<file path="src/rtl/pc_sequencer.sv">
// MIPS fetch-stage program counter with next-PC selection, stall hold and a
// one-entry pending-redirect buffer for redirects that arrive while stalled.
module pc_sequencer #(
  parameter int               WIDTH        = 32,
  parameter logic [WIDTH-1:0] RESET_VECTOR = '0,
  parameter logic [WIDTH-1:0] EXC_VECTOR   = {{(WIDTH-8){1'b0}}, 8'h80}
) (
  input  logic             clk,
  input  logic             reset,
  input  logic             stall,
  input  logic [1:0]       pc_src,
  input  logic [WIDTH-1:0] branch_target,
  input  logic [WIDTH-1:0] jump_target,
  output logic [WIDTH-1:0] pc,
  output logic [WIDTH-1:0] pc_plus4,
  output logic             redirect_pending,
  output logic             misalign,
  output logic [WIDTH-1:0] bad_addr
);

  localparam logic [1:0] SRC_SEQ = 2'b00;
  localparam logic [1:0] SRC_BR  = 2'b01;
  localparam logic [1:0] SRC_JMP = 2'b10;
  localparam logic [1:0] SRC_EXC = 2'b11;

  typedef struct packed {
    logic [WIDTH-1:0] target;
    logic             exc;
  } redir_t;

  typedef enum logic {BUF_EMPTY, BUF_FULL} buf_state_e;

  buf_state_e       state, state_nx;
  redir_t           buf_q, buf_nx;
  redir_t           req;
  logic [WIDTH-1:0] pc_nx;
  logic [WIDTH-1:0] raw_target;
  logic             is_redir;
  logic             is_bj;
  logic             mis_now;

  assign pc_plus4         = pc + {{(WIDTH-3){1'b0}}, 3'd4};
  assign redirect_pending = (state == BUF_FULL);

  // Resolve the incoming request; a misaligned branch/jump becomes an exception.
  always_comb begin
    raw_target = EXC_VECTOR;
    case (pc_src)
      SRC_BR:  raw_target = branch_target;
      SRC_JMP: raw_target = jump_target;
      default: raw_target = EXC_VECTOR;
    endcase
    is_redir   = (pc_src != SRC_SEQ);
    is_bj      = (pc_src == SRC_BR) || (pc_src == SRC_JMP);
    mis_now    = is_bj && (raw_target[1:0] != 2'b00);
    req.target = mis_now ? EXC_VECTOR : raw_target;
    req.exc    = (pc_src == SRC_EXC) || mis_now;
  end

  always_comb begin
    state_nx = state;
    buf_nx   = buf_q;
    pc_nx    = pc;
    if (stall) begin
      // A buffered exception is never displaced by a plain branch/jump.
      if (is_redir) begin
        state_nx = BUF_FULL;
        if (state == BUF_EMPTY || !(buf_q.exc && !req.exc))
          buf_nx = req;
      end
    end else begin
      state_nx = BUF_EMPTY;
      buf_nx   = '0;
      if (state == BUF_EMPTY)
        pc_nx = is_redir ? req.target : pc_plus4;
      else if (!is_redir)
        pc_nx = buf_q.target;
      else if (req.exc || !buf_q.exc)
        pc_nx = req.target;
      else
        pc_nx = buf_q.target;
    end
  end

  always_ff @(posedge clk) begin
    if (reset) begin
      state    <= BUF_EMPTY;
      buf_q    <= '0;
      pc       <= RESET_VECTOR;
      misalign <= 1'b0;
      bad_addr <= '0;
    end else begin
      state    <= state_nx;
      buf_q    <= buf_nx;
      pc       <= pc_nx;
      misalign <= mis_now;
      if (mis_now)
        bad_addr <= raw_target;
    end
  end

endmodule

</file>
<file path="config.mk">
export PLATFORM = sky130hd
export DESIGN_NAME = pc_sequencer
export DESIGN_NICKNAME = d
export VERILOG_FILES = /design/src/rtl/pc_sequencer.sv
export SDC_FILE = /design/constraint.sdc
export NUM_CORES = 1
export LEC_CHECK = 0
export CORE_AREA = 2 2 124 126
export DETAILED_ROUTE_END_ITERATION = 7
export DIE_AREA = 0 0 126 128
export GPL_TIMING_DRIVEN = 0
export PLACE_DENSITY = 0.68
export SLEW_MARGIN = 20
export SYNTH_ARGS = -nofsm -noshare
export SYNTH_HDL_FRONTEND = slang
export SYNTH_SLANG_ARGS = --single-unit
</file>
<file path="constraint.sdc">
create_clock -name clk -period 3.7 [get_ports clk]
set_input_delay 0.555 -clock clk [delete_from_list [all_inputs] [get_ports clk]]
set_output_delay 0.555 -clock clk [all_outputs]
set_load 0.02 [all_outputs]
</file>
### Word-level counts from Yosys, hierarchy flattened

Cells that the tools add are included.

| storage, ports and cells | value |
|---|---|
| word-level logic and storage cells | 31 |
| register bits | 99 |

| operators by class | value |
|---|---|
| muxes and demuxes | 6 |
| reductions and logical operators | 13 |
| $add $sub $neg | 1 |
| equality and inequality tests | 3 |
| bitwise operators | 2 |

Operators with widths:

| operator | number |
|---|---|
| $mux 32 | 5 |
| $pmux 32 s2 | 1 |
| $add 32x3->32 const B | 1 |
| $eq 2x2->1 const B | 2 |
| $logic_or 1x1->1 | 4 |
| $reduce_bool 2->1 | 2 |
| $logic_not 1->1 | 3 |
| $eq 2x1->1 const B | 1 |
| $logic_and 1x1->1 | 2 |
| $not 1->1 | 2 |
| $reduce_and 2->1 | 1 |
| $reduce_or 2->1 | 1 |

### Depth between registers and ports, before layout

| logic depth | value |
|---|---|
| word-level depth | 10 |
| gate-level depth with buffers | 11 |
| depth with buffers taken out | 7 |

### Worst setup path before layout

Ideal clock, no wire load.

| timing path | value |
|---|---|
| kind | reg-to-output |
| start point | register pc[3] |
| end point | output port pc_plus4[28] |
| path slack | 1.272 ns |
| buffers on the path | 0 |
| data required time | 3.145 ns |
| stages on the path, launching flop included | 6 |
| data arrival time | 1.873 ns |
| path through | dfxtp_1 > ha_1 > and3_1 > nand3_1 > or3_1 > xnor2_1 |

| between the ends | value |
|---|---|
| longest elaborated chain between the ends | 1 |

RTL lines:

| element | RTL line | source |
|---|---|---|
| start, declared | 14 | `output logic [WIDTH-1:0] pc,` |
| start signal, assigned | 95 | `pc <= pc_nx;` |
| $add 32x3->32 | 42 | `assign pc_plus4 = pc + {{(WIDTH-3){1'b0}}, 3'd4};` |
| end, declared | 15 | `output logic [WIDTH-1:0] pc_plus4,` |

Every way passes these cells.

### Worst setup path in the final report

| timing path | value |
|---|---|
| start point | register pc[2] |
| end point | output port pc_plus4[20] |

Same word-level chain as after synthesis.

==> metrics.md <==
| Metric | Value |
|---|---|
| Final HPWL from detailed placement | 16.2 mm |
| Sw power | 0.847 mW |
| Gp weighted congestion | 0.908 |
| Post-layout nets | 988 |
| Worst Max-Slew Pin Slew | 0.737 ns |
| VDD IR max | 0.210 mV |
| Number of optimization iterations in the first detailed-route pass | 5 |
| Worst slew margin relative to its limit | 50.8% |
| First-pass GRT wire length | 32.9 mm |
| Clock sink count | 99 |
| Final setup TNS | 0 ns |
| Die Y | 128 um |
| Endpoint class of the critical path | primary output |
| CP max-delay cell | clkdlybuf4s50_1 |
| Number of hold-slack violations in the final timing report | 0 |
| Critical Path Start Type | flop |
| Top-level port count | 167 |
| Starting density of the core | 39.2% |
| Count of endpoints failing setup in the final report | 0 |
| Non-filler instance count after layout | 1104 |
| Core region area | 0.0149 mm^2 |
| Gate power share | 24.7% |
| Highest clock rate | 0.286 GHz |
| Avg WL per Cell | 18.8 um |
| Fraction of the yosys area taken by sequential cells | 34.0% |
| Crit path time final | 3.50 ns |
| Initial antenna violation count | 0 |
| Buffer levels on the longest clock path | 2 |
| TritonCTS clock tree | done |
| Vias | 6248 |
| Most common cell in the synthesized netlist | nand2_1 |
| Total number of H-tree levels | 3 |
| Leading register cell type out of synthesis | dfxtp_1 |
| Critical path type | reg -> out |
| Kind of cell with the highest combined delay on the critical path | simple AND/OR/NAND/NOR gates |
| Synth cell count leaders | nand2_1, dfxtp_1, a21oi_1 |
| Worst hold margin | 0.453 ns |
| Die area | 0.0161 mm^2 |
| Post-Route Skew | 0.00573 ns |
| Top cell type's share of synthesized area | 34.0% |
| Skew-Pair Late Insertion Delay | 0.36 ns |
| Flops & latches, synth | 99 |
| Total power density per cell area | 338 mW/mm^2 |
| Critical-path cell list | ha_1 -> and3_1 -> nand3_1 -> nor4_2 -> xnor2_1 -> clkdlybuf4s50_1 |
| Ys async rst share | 0% |
| Synthesized instance count | 737 |
| GR Overflow Total | 0 |
| Clock power share | 32.7% |
| Number of slew-limit violations in the final report | 0 |
| Number of nets with antenna violations after detailed routing | 0 |
| Power share of the sequential group | 42.6% |
| Dominant cells by area after synthesis | dfxtp_1, nand2_1, a21oi_1 |
| WP buf/inv | 1 |
| Total nets after synthesis | 811 |
| Net switching fraction of the power | 31.4% |
| Arrival time of the worst setup path | 2.95 ns |
| DRC violations left | 0 |
| Post-synthesis instance area | 0.00582 mm^2 |
| Critical path fanouts, max | 8 |
| DRC marker count from the first detailed-route iteration | 531 |
| Crit share post-route | 94.7% |
| Kind of path behind the tightest hold check | reg -> reg |
| Mean number of vias per cell | 5.66 |
| Via count of the first global-routing pass | 5833 |
| Total of buffers placed on input and output ports | 166 |
| CP max stage delay | 0.64 ns |
| Share of cells above drive strength 1 | 9.17% |
| Power Internal | 1.85 mW |
| Reg clk slew, reported paths | 0.07 ns |
| Routed Wire Length | 20.8 mm |
| Cell type contributing the most total cell area after synthesis | dfxtp_1 |
| Mean Syn Cell Area | 7.90 um^2 |
| Synth cell types | 73 |
| Count of warnings emitted by yosys | 0 |
| Worst path required time | 3.14 ns |
| Cts bufs inserted | 9 |
| Status | completed |
| LEAKAGE | 2.75 nW |
| Overall power of the completed layout | 2.70 mW |
| Clk Tree Root Cell | clkbuf_16 |
| Total routing usage reported by global routing | 25.9% |
| Number of violations of the max-capacitance limit | 0 |
| Setup repair after global routing missed its margin | no |
| Post-placement cell count | 1091 |
| Maximum number of pins on one net before global-route repair | 15 |
| Number of antenna diodes | 0 |
| Post-synth EDFFs | 0 |
| Standard-cell rows | 45 |
| Die outline width | 126 um |
| Area growth from synthesis to layout | 37.2% |
[power groups by stage]
| stage | combinational, mW | sequential [mW] | clock [mW] |
|---|---|---|---|
| 2_1_floorplan | 0.336 | 1.20 | 0 |
| 5_1_grt | 0.716 | 1.16 | 0.934 |
| 4_1_cts | 0.663 | 1.15 | 0.883 |
| 6_report | 0.666 | 1.15 | 0.884 |
| 3_5_place_dp | 0.660 | 1.17 | 0 |
| 3_3_place_gp | 0.657 | 1.17 | 0 |
[area by class of cell]
cell class / instances / area [um^2]
plain buffers: 62 / 350
clock buffers: 10 / 239
clock inverters: 3 / 17.5
fillers: 1455 / 6880
inverters: 25 / 93.8
multi-input cells: 551 / 3410
flip-flops and latches: 99 / 1980
well taps: 188 / 235
repair buffers: 166 / 1660
[worst paths after layout]
path,startpoint,to,slack [ns],depth (start not counted)
worst max-delay path,pc[2],pc_plus4[20],0.20,6
worst min-delay path,bad_addr[9],bad_addr[9],0.45,2
worst max register to register,redirect_pending,pc[24],1.51,5
worst min register to register,bad_addr[9],bad_addr[9],0.45,2
[state kept, by name, summed over array words and instances, names as in the netlist]
name              flops
misalign              1
bad_addr             32
buf_q                33
pc                   32
redirect_pending      1
[layout by cell type, fill, tap and decap left out, drive strengths merged, types with 10 or more instances in the layout]
cell           netlist  layout
a2111oi             10      10
a211oi              18      18
a21oi               74      74
a221oi              10      10
a22o                12      12
a22oi               25      25
and3                10      10
buf                 33      33
clkbuf              29      39
clkdlybuf4s50        0     166
dfxtp               99      99
inv                 25      25
nand2              101     101
nand3               26      26
nor2                61      61
nor2b               19      19
nor3                31      31
nor4                12      12
o21ai               13      13
or3                 12      12
xnor2               24      24
[logic make-up (layout without fill, tap and decap cells)]
| group | after synthesis | after routing | synth area share (%) |
|---|---|---|---|
| AO/OA/AOI/OAI | 214 | 214 | 26.7 |
| AND/OR/NAND/NOR | 303 | 303 | 26.0 |
| buffers and inverters | 87 | 266 | 7.63 |
| multiplexers | 3 | 3 | 0.688 |
| flip-flops | 99 | 99 | 34.0 |
| XOR/XNOR | 26 | 26 | 3.91 |
| adder cells (fa/ha/maj) | 5 | 5 | 1.07 |
[metrics by stage]
stage | instance area [um^2] | setup slack, ns | util (%)
after floorplan | 5820 | 1.27 | -
after global placement | 7720 | 0.468 | 51.9
after detailed placement | 7720 | 0.413 | 51.9
after CTS | 7980 | 0.146 | 53.7
after global routing | 7990 | 0.0124 | 53.7
final | 7990 | 0.198 | 53.7
[worst min-delay path, delay by kind of cell, from the launching register on]
kind               cells  cell delay (ns)
and+or+nand+nor        1             0.05
DFF                    1             0.31
AOI/OAI and AO/OA      1             0.05
[routing by layer]
layer  share of wire (%)  up-vias  track usage (%)
met5                   0        -                0
met2                  44      301             39.2
met3                 8.3       23             4.97
li1                    -     3013                -
met1                  46     2911             37.1
met4                 1.8        0             8.86
[what timing repair did]
action                     4_1_cts  5_1_grt
hold buffers                     0        0
gates resized for setup          0        2
buffers inserted                 0        0
setup endpoints to repair        0        1
No activity file was read; power rests on OpenSTA's default activity.
